`src/rtl/rx_byte_asm_50_pkg.sv`:
```
// rx_pkg: shared types and constants for the serial receive front end.
//   HDR_TEMP_C / HDR_CHECK_C : default header byte values.
//   rx_byte_t                : one assembled byte.
//   rx_pkt_state_t           : packet tracker state (IDLE, PAYLOAD).
//   rx_is_hdr()              : true when a byte matches either header value.
package rx_pkg;

  localparam logic [7:0] HDR_TEMP_C  = 8'hA5;
  localparam logic [7:0] HDR_CHECK_C = 8'hC3;

  typedef logic [7:0] rx_byte_t;

  typedef enum logic {
    IDLE,
    PAYLOAD
  } rx_pkt_state_t;

  function automatic logic rx_is_hdr(input rx_byte_t b,
                                     input rx_byte_t hdr_temp,
                                     input rx_byte_t hdr_check);
    return (b == hdr_temp) || (b == hdr_check);
  endfunction

endpackage

```
`src/rtl/rx_byte_asm_50_sync_edge.sv`:
```
// rx_sync_edge: STAGES-deep synchronizer for one asynchronous input, plus
// single-cycle rising/falling edge pulses of the synchronized level.
//   clk_i  : sampling clock
//   rst_ni : synchronous active-low reset (clears chain and edge history)
//   d_i    : asynchronous input
//   q_o    : synchronized level
//   rise_o : q_o went 0 -> 1 this cycle
//   fall_o : q_o went 1 -> 0 this cycle
module rx_sync_edge #(
  parameter int unsigned STAGES = 2
) (
  input  logic clk_i,
  input  logic rst_ni,
  input  logic d_i,
  output logic q_o,
  output logic rise_o,
  output logic fall_o
);

  logic [STAGES-1:0] sync_q;
  logic              prev_q;

  always_ff @(posedge clk_i) begin
    if (!rst_ni) begin
      sync_q <= '0;
      prev_q <= 1'b0;
    end else begin
      sync_q <= {sync_q[STAGES-2:0], d_i};
      prev_q <= sync_q[STAGES-1];
    end
  end

  assign q_o    = sync_q[STAGES-1];
  assign rise_o = q_o & ~prev_q;
  assign fall_o = ~q_o & prev_q;

endmodule

```
`src/rtl/rx_byte_asm_50.sv`:
```
// rx_byte_asm_50: samples a slow serial line (clk_2 / serial_data / data_ena)
// on clk_50, assembles bits MSB-first into bytes, tracks header/payload
// packet position and flags header bytes for the downstream control FSM.
//   clk_50      : system clock (only clock)
//   reset_n     : synchronous active-low reset
//   clk_2       : serial bit clock (async, synchronized internally)
//   serial_data : serial bit, valid at clk_2 rising edge (async)
//   data_ena    : frame enable (async)
//   byte_out    : last assembled byte, held until the next completes
//   byte_valid  : one-cycle strobe, byte_out is new
//   a5_or_c3    : with byte_valid, byte_out is a header value
//   pkt_temp    : most recent header was HDR_TEMP
//   byte_idx    : 0 = header/idle byte, 1..DATA_BYTES = payload position
//   frame_err   : one-cycle strobe, partial byte dropped or payload short
// Build option: define RX_HDR_FILTER_EN to suppress byte_valid for
// non-header bytes received while idle (byte_out still updates).
module rx_byte_asm_50
  import rx_pkg::*;
#(
  parameter int unsigned SYNC_STAGES = 2,
  parameter logic [7:0]  HDR_TEMP    = HDR_TEMP_C,
  parameter logic [7:0]  HDR_CHECK   = HDR_CHECK_C,
  parameter int unsigned DATA_BYTES  = 2
) (
  input  logic       clk_50,
  input  logic       reset_n,
  input  logic       clk_2,
  input  logic       serial_data,
  input  logic       data_ena,
  output logic [7:0] byte_out,
  output logic       byte_valid,
  output logic       a5_or_c3,
  output logic       pkt_temp,
  output logic [1:0] byte_idx,
  output logic       frame_err
);

  // Synchronized inputs and edges
  logic clk2_s, tick, unused_clk2_fall;
  logic ena_s, ena_fall, unused_ena_rise;
  logic [SYNC_STAGES-1:0] sd_sync_q;
  logic sd_s;

  rx_sync_edge #(.STAGES(SYNC_STAGES)) u_sync_clk2 (
    .clk_i  (clk_50),
    .rst_ni (reset_n),
    .d_i    (clk_2),
    .q_o    (clk2_s),
    .rise_o (tick),
    .fall_o (unused_clk2_fall)
  );

  rx_sync_edge #(.STAGES(SYNC_STAGES)) u_sync_ena (
    .clk_i  (clk_50),
    .rst_ni (reset_n),
    .d_i    (data_ena),
    .q_o    (ena_s),
    .rise_o (unused_ena_rise),
    .fall_o (ena_fall)
  );

  // Same depth as the clk_2 chain so the data bit lines up with its tick.
  always_ff @(posedge clk_50) begin
    if (!reset_n) begin
      sd_sync_q <= '0;
    end else begin
      sd_sync_q <= {sd_sync_q[SYNC_STAGES-2:0], serial_data};
    end
  end
  assign sd_s = sd_sync_q[SYNC_STAGES-1];

  // Registers
  rx_pkt_state_t state_q, state_d;
  logic [6:0]    sh_q, sh_d;
  logic [2:0]    bit_cnt_q, bit_cnt_d;
  rx_byte_t      byte_out_q, byte_out_d;
  logic          byte_valid_q, byte_valid_d;
  logic          a5_q, a5_d;
  logic          pkt_temp_q, pkt_temp_d;
  logic [1:0]    byte_idx_q, byte_idx_d;
  logic          frame_err_q, frame_err_d;

  rx_byte_t   shifted;
  logic       hdr;
  logic [1:0] idx_next;

  assign shifted  = {sh_q, sd_s};
  assign hdr      = rx_is_hdr(shifted, HDR_TEMP, HDR_CHECK);
  assign idx_next = byte_idx_q + 2'd1;

  always_ff @(posedge clk_50) begin
    if (!reset_n) begin
      state_q      <= IDLE;
      sh_q         <= '0;
      bit_cnt_q    <= '0;
      byte_out_q   <= '0;
      byte_valid_q <= 1'b0;
      a5_q         <= 1'b0;
      pkt_temp_q   <= 1'b0;
      byte_idx_q   <= '0;
      frame_err_q  <= 1'b0;
    end else begin
      state_q      <= state_d;
      sh_q         <= sh_d;
      bit_cnt_q    <= bit_cnt_d;
      byte_out_q   <= byte_out_d;
      byte_valid_q <= byte_valid_d;
      a5_q         <= a5_d;
      pkt_temp_q   <= pkt_temp_d;
      byte_idx_q   <= byte_idx_d;
      frame_err_q  <= frame_err_d;
    end
  end

  always_comb begin
    state_d      = state_q;
    sh_d         = sh_q;
    bit_cnt_d    = bit_cnt_q;
    byte_out_d   = byte_out_q;
    byte_valid_d = 1'b0;
    a5_d         = 1'b0;
    pkt_temp_d   = pkt_temp_q;
    byte_idx_d   = byte_idx_q;
    frame_err_d  = 1'b0;

    if (tick && ena_s) begin
      sh_d      = shifted[6:0];
      bit_cnt_d = bit_cnt_q + 3'd1;
      if (bit_cnt_q == 3'd7) begin
        byte_out_d   = shifted;
        byte_valid_d = 1'b1;
        a5_d         = hdr;
        unique case (state_q)
          IDLE: begin
            byte_idx_d = '0;
            if (hdr) begin
              state_d    = PAYLOAD;
              pkt_temp_d = (shifted == HDR_TEMP);
            end
`ifdef RX_HDR_FILTER_EN
            byte_valid_d = hdr;
`endif
          end
          PAYLOAD: begin
            // Header values inside a payload are plain data.
            byte_idx_d = idx_next;
            if (idx_next == 2'(DATA_BYTES)) state_d = IDLE;
          end
          default: state_d = IDLE;
        endcase
      end
    end

    // Evaluated on the post-update counters so a byte finishing alongside
    // the enable drop is kept; partial byte and short payload share one pulse.
    if (ena_fall && ((bit_cnt_d != 3'd0) || (state_d == PAYLOAD))) begin
      bit_cnt_d   = '0;
      state_d     = IDLE;
      frame_err_d = 1'b1;
    end
  end

  assign byte_out   = byte_out_q;
  assign byte_valid = byte_valid_q;
  assign a5_or_c3   = a5_q;
  assign pkt_temp   = pkt_temp_q;
  assign byte_idx   = byte_idx_q;
  assign frame_err  = frame_err_q;

endmodule

```
`config.mk`:
```
export PLATFORM = sky130hd
export DESIGN_NAME = rx_byte_asm_50
export DESIGN_NICKNAME = d
export VERILOG_FILES = /design/src/rtl/rx_byte_asm_50_pkg.sv /design/src/rtl/rx_byte_asm_50_sync_edge.sv /design/src/rtl/rx_byte_asm_50.sv
export SDC_FILE = /design/constraint.sdc
export NUM_CORES = 1
export LEC_CHECK = 0
export BUFFER_PORTS_ARGS = -buffer_cell sky130_fd_sc_hd__clkbuf_2
export CAP_MARGIN = 20
export CORE_ASPECT_RATIO = 0.7
export CORE_MARGIN = 2
export CORE_UTILIZATION = 58
export CTS_CLUSTER_SIZE = 16
export DETAILED_ROUTE_END_ITERATION = 7
export PLACE_DENSITY_LB_ADDON = 0.2
export SETUP_SLACK_MARGIN = 0.15
export SKIP_CTS_REPAIR_TIMING = 1
export SLEW_MARGIN = 20
export SYNTH_ARGS = -nofsm -noshare
export SYNTH_HDL_FRONTEND = slang
export SYNTH_SLANG_ARGS = --single-unit
export TNS_END_PERCENT = 20
```
`constraint.sdc`:
```
create_clock -name clk_50 -period 2.9 [get_ports clk_50]
set_input_delay 0.58 -clock clk_50 [delete_from_list [all_inputs] [get_ports clk_50]]
set_output_delay 0.58 -clock clk_50 [all_outputs]
set_load 0.05 [all_outputs]
```
---- Yosys cells after proc, flatten, opt, wreduce, memory -nomap -nowiden ----
Cells that the tools add are included.
word-level totals
  bits in registers ....................... 33
  bits of input ports ..................... 5
  output and inout port bits .............. 14
  word-level logic and storage cells ...... 45
cells by class
  add/sub/neg operators ................... 2
  equality and inequality tests ........... 4
  multiplexer cells ....................... 9
  bitwise operators ....................... 6
  reductions and logical operators ........ 10
operators by type and width
  operator                                      count
  equality test 8 bit (second input constant)   2
  two-way mux 1 bit                             6
  NOT 1 bit                                     4
  one-hot mux 2 bit (2 select lines)            1
  AND reduction 2 bit                           2
  AND reduction 4 bit                           1
  adder 3 x 1 -> 3 bit (second input constant)  1
  equality test 3 bit (second input constant)   1
  two-way mux 3 bit                             1
  AND reduction 3 bit                           1
  nonzero test 3 bit                            1
  adder 2 x 1 -> 2 bit (second input constant)  1
  AND 1 bit                                     2
  equality test 2 bit (second input constant)   1
  logical AND 1 bit                             2
  logical OR 1 bit                              2
  one-hot mux 1 bit (2 select lines)            1
  OR reduction 2 bit                            1

---- Depth between registers and ports, before layout ----
  depth after elaboration ................. 9
  depth in mapped cells ................... 6
  depth with buffers taken out ............ 5

---- Cells and area by module ----
Synthesis repeated with hierarchy kept, for this count alone.
second synthesis, totals
  cells, all modules ...................... 135
  area total of the unflattened synthesis .. 1262.5 um^2
modules (own cells, without submodules)
  module          times used  cells each  area each (um^2)  sequential area each (um^2)
  rx_byte_asm_50  1           119         1079.8            540.5
  rx_sync_edge    2           8           91.3              60.1

---- Worst setup path after synthesis ----
Ideal clock, no wire load.
  kind .................................... flip-flop to flip-flop
  start ................................... register byte_idx_q[1] (netlist: byte_idx[1])
  end ..................................... register byte_idx_q[1] (netlist: byte_idx[1])
  setup time .............................. 0.070 ns
  data arrival time ....................... 1.431 ns
  required time ........................... 2.830 ns
  path slack .............................. 1.399 ns
  cell stages (with the launch flop) ...... 5
  buffers on the path ..................... 0
  cell sequence ........................... dfxtp_1 -> inv_1 -> ha_1 -> or3_1 -> a21oi_1
between the ends
  word-level cells in the longest chain between the ends .. 2
ends and longest elaborated chain
  element                             line                   source
  start: declaration                  rx_byte_asm_50.sv:80   logic [1:0] byte_idx_q, byte_idx_d;
  start signal: assignment            rx_byte_asm_50.sv:110  byte_idx_q <= byte_idx_d;
  adder 2 x 1 -> 2 bit                rx_byte_asm_50.sv:89   assign idx_next = byte_idx_q + 2'd1;
  one-hot mux 2 bit (2 select lines)  rx_byte_asm_50.sv:133  unique case (state_q)
Every way passes these cells.
A chain may end at the register's enable or synchronous reset.

---- Final worst setup path ----
  start ................................... register bit_cnt_q[0]
  end ..................................... register byte_idx_q[1] (netlist: byte_idx[1])
between the ends
  word-level cells in the longest chain between the ends .. 2
ends and longest elaborated chain
  element                               line                   source
  start: declaration                    rx_byte_asm_50.sv:75   logic [2:0] bit_cnt_q, bit_cnt_d;
  start signal: assignment              rx_byte_asm_50.sv:105  bit_cnt_q <= bit_cnt_d;
  equality test 3 bit                   rx_byte_asm_50.sv:129  if (bit_cnt_q == 3'd7) begin
  AND reduction 2 bit (no source line)  --
Every way passes these cells.

==> metrics list <==
* Result of the run: completed
* Pin slew with the least headroom to its limit: approximately 0.51 ns
- The root buffer cell chosen for the clock tree is clkbuf_4.
- Slowest CP cell: or3_1
* CP cell instances: ha_1, ha_1, nand4b_1, or3_1, a21oi_1
- Critical Path Max Stage Delay: 0.47 ns
- Layout net count: between 150 and 200
- Across all hold checks on the routed design, the worst slack comes to around 0.44 ns.
* CP Launch Type: flop
- Buffers inserted during clock tree synthesis total 5.
* Setup skew after layout: approximately 0.012 ns
- I/O pins: 19
- The share of the Yosys chip area taken by registers is a little over half.
* Max capacitance violation total: 0
* Worst endpoint data arrival time: approximately 2.1 ns
- Entering global routing, the biggest net connects 20 pins.
- TritonCTS clock tree: yes
- Data on the critical path is required at its endpoint by roughly 3.2 ns.
* Kind of end point of the critical path: flop
- Synthesis warning total: 0
- Reg-to-reg endpoint: byte_idx[1]
- Post-Synthesis Mean Instance Area: about 9 sq um
- CORE AREA: ~0.0019 sq mm
- H-tree lvl count: 2
- Area enclosed by the die boundary: around 0.0025 sq mm
- Total placed instance area: approximately 0.0013 sq mm
* FILL cells: between 150 and 200
- The max-slew violation count came to 0.
- First-pass GRT wire length: 3.55 mm
- Post-layout worst setup margin: 1.09 ns
- Startpoint of the most critical register-to-register path: bit_cnt_q[0]
- Buffers added on ports: 18
- For the worst-skew pair, the clock arrives at the later sink with an insertion delay of 0.33 ns.
- In this run the remaining antenna-violating nets after routing total 0.
- Setup slack of the worst register-to-register path: 1.09 ns
- Counting both buffers and inverters, the worst setup path holds a total of 0.
- Yosys reg bits: 33
- Effective utilization at floorplan: 63.7%
- Measured along the y axis, the die boundary spans 42.6 um.
* Power Total: about 710 uW
- DRC errors left: 0
- The die is 59.1 um wide.
- The critical path starts at bit_cnt_q[0].
- Leakage: roughly 0.54 nW
- Worst-case vdd ir drop: 0.000356 V
- GRT Total Usage: roughly 19%
* Minimum clock period: ~1.8 ns
- The number of antenna violations at the first check in global routing came to 0.
* Total power divided by cell area: between 500 and 600 mW/mm^2
- CP Depth: 5
- Once layout is done, the placed cells without fillers occupy approximately 0.0014 sq mm.
* First-pass iteration count of the detailed router: 4
- RSZ-0062 raised after global routing: false
- Crit-path leading delay family: simple AND/OR/NAND/NOR gates
- Of the cells placed in the final design, the portion with a size suffix greater than 1 is between 10% and 20%.
- Post-DP HPWL: about 1.6 mm
- Worst slew margin relative to its limit: around two thirds
* Crit path kind: reg2reg
* Netlist area before placement: between 0.001 and 0.0015 sq mm
- 0 antenna diodes ended up in the layout.
* Count of distinct cell types in the synthesized netlist: 30
* Count of final hold-check violations: 0
- Of the available clock period, the critical path in the final layout requires 62.4%.
- CTS saw 33 sinks.
- The via count of the first global-routing pass is between 800 and 900.
* Cell count after synthesis: around 130
- Final setup fails: 0
- Clock Path Buffers: 2
- Final total negative setup slack: 0 ns
- Counting every net in the synthesized netlist gives roughly 140.
- In this run the core area contains 13 standard-cell rows.
- Pre-CTS worst setup slack: ~1.1 ns
- After global routing the overflow that remains totals 0.
* Clock transition at the registers of the reported paths: approximately 0.09 ns
- Of all nets on the critical path, the largest fanout is 13.
- In the routed layout, each cell is associated on average with a via count of approximately 5.4.
- Initial DRC count: 32
- Most frequent cell on the critical path: ha_1
- Hold_sp: u_sync_clk2.sync_q[0]
- Drt wl/cell: approximately 12 um
- Static timing analysis puts the maximum clock frequency at about 0.55 GHz.
* Area delta synth->final: 11.8%
* Final wirelength: approximately 2.2 mm
- Tightest Hold Check Type: reg2reg
- End point of the critical path: byte_idx[1]
- The congestion estimate from routability-driven global placement came to 0.773.
- FF-to-FF path depth: 5
- Summing over every cut layer, the via total after detailed routing is 948.
synth_stat cells:
cell type  count  area, sq um
a21o_1         1         7.51
a21oi_1       20          100
a311oi_2       1         15.0
a41oi_1        1         8.76
and2_1         8         50.1
and3b_1        1         8.76
and4_1         1         8.76
and4b_1        1         10.0
and4bb_2       3         37.5
buf_2          1         5.00
buf_4          1         7.51
clkbuf_1       3         11.3
clkinv_1       1         3.75
dfxtp_1       33          661
ha_1           3         37.5
inv_1          3         11.3
mux2_4         1         15.0
nand2_1       37          139
nand2b_1       1         6.26
nand3b_1       1         7.51
nand4b_1       1         8.76
nor2_1         2         7.51
nor3_1         1         5.00
nor3b_1        1         7.51
o2111a_1       1         11.3
o2111ai_1      1         8.76
o21a_1         1         7.51
o21ai_0        1         5.00
or3_1          2         12.5
xnor2_1        1         8.76
worst min path at each step:
stage	to	slack [ns]	cells after the start
3_3_place_gp	u_sync_clk2.sync_q[1]	0.42	1
2_1_floorplan	sd_sync_q[1]	0.41	1
6_report	u_sync_clk2.sync_q[1]	0.44	1
5_1_grt	u_sync_ena.sync_q[0]	0.45	2
3_5_place_dp	u_sync_ena.sync_q[1]	0.42	1
4_1_cts	u_sync_ena.sync_q[1]	0.45	1
state kept, by name, indices dropped and copies added, names as in the netlist:
register	count
bit_cnt_q	3
frame_err	1
pkt_temp	1
byte_valid	1
u_sync_ena.sync_q	2
u_sync_clk2.sync_q	2
byte_out	8
byte_idx	2
state_q	1
sd_sync_q	2
sh_q	7
a5_or_c3	1
u_sync_ena.prev_q	1
u_sync_clk2.prev_q	1
through the flow:
stage	cells	utilization, %
final	177	71.2
after global routing	177	71.2
after CTS	177	71.2
after detailed placement	169	68.6
after global placement	169	68.6
after floorplan	134	-
layout by cell type, fill, tap and decap left out, types with 2 or more instances in the layout:
master    Yosys  routed
clkbuf_2      0      18
dfxtp_1      33      33
and2_1        8       8
a21oi_1      20      20
nand2_1      37      37
clkinv_2      0       2
clkbuf_4      0       5
ha_1          3       3
or3_1         2       2
nor2_1        2       2
inv_1         3       3
and4bb_2      3       3
final cells by class:
cell class                 count  area, sq um  share of cell area (%)
clock buffer                   6         41.3                    2.99
clock inverter                 2         10.0                   0.726
inverter                       4         15.0                    1.09
multi-input combinational     92          534                    38.7
sequential                    33          661                    47.9
tap                           22         27.5                    2.00
timing repair buffer          18         90.1                    6.53
logic make-up (layout without fill, tap and decap cells):
| group | Yosys count | count (layout) | share of synthesized area, % |
|---|---|---|---|
| AO/OA/AOI/OAI | 27 | 27 | 13.3 |
| XOR/XNOR | 1 | 1 | 0.710 |
| adder cells (fa/ha/maj) | 3 | 3 | 3.04 |
| buffers and inverters | 9 | 30 | 3.14 |
| flip-flops | 33 | 33 | 53.5 |
| multiplexers | 1 | 1 | 1.22 |
| AND/OR/NAND/NOR | 60 | 60 | 25.1 |
metal layers:
metal  track usage (%)  wire, um  vias to the layer above
met5                 0         0                        -
met4              6.82        33                        0
met3              7.41       114                        5
met2              27.6       888                       23
met1              26.8      1150                      428
li1                  -         -                      492
power by group:
part | switching [mW] | total (mW) | internal [mW]
logic | 0.00957 | 0.0157 | 0.00615
clock network | 0.142 | 0.234 | 0.0922
registers | 0.00303 | 0.461 | 0.458
(Power assumes the default switching activity.)
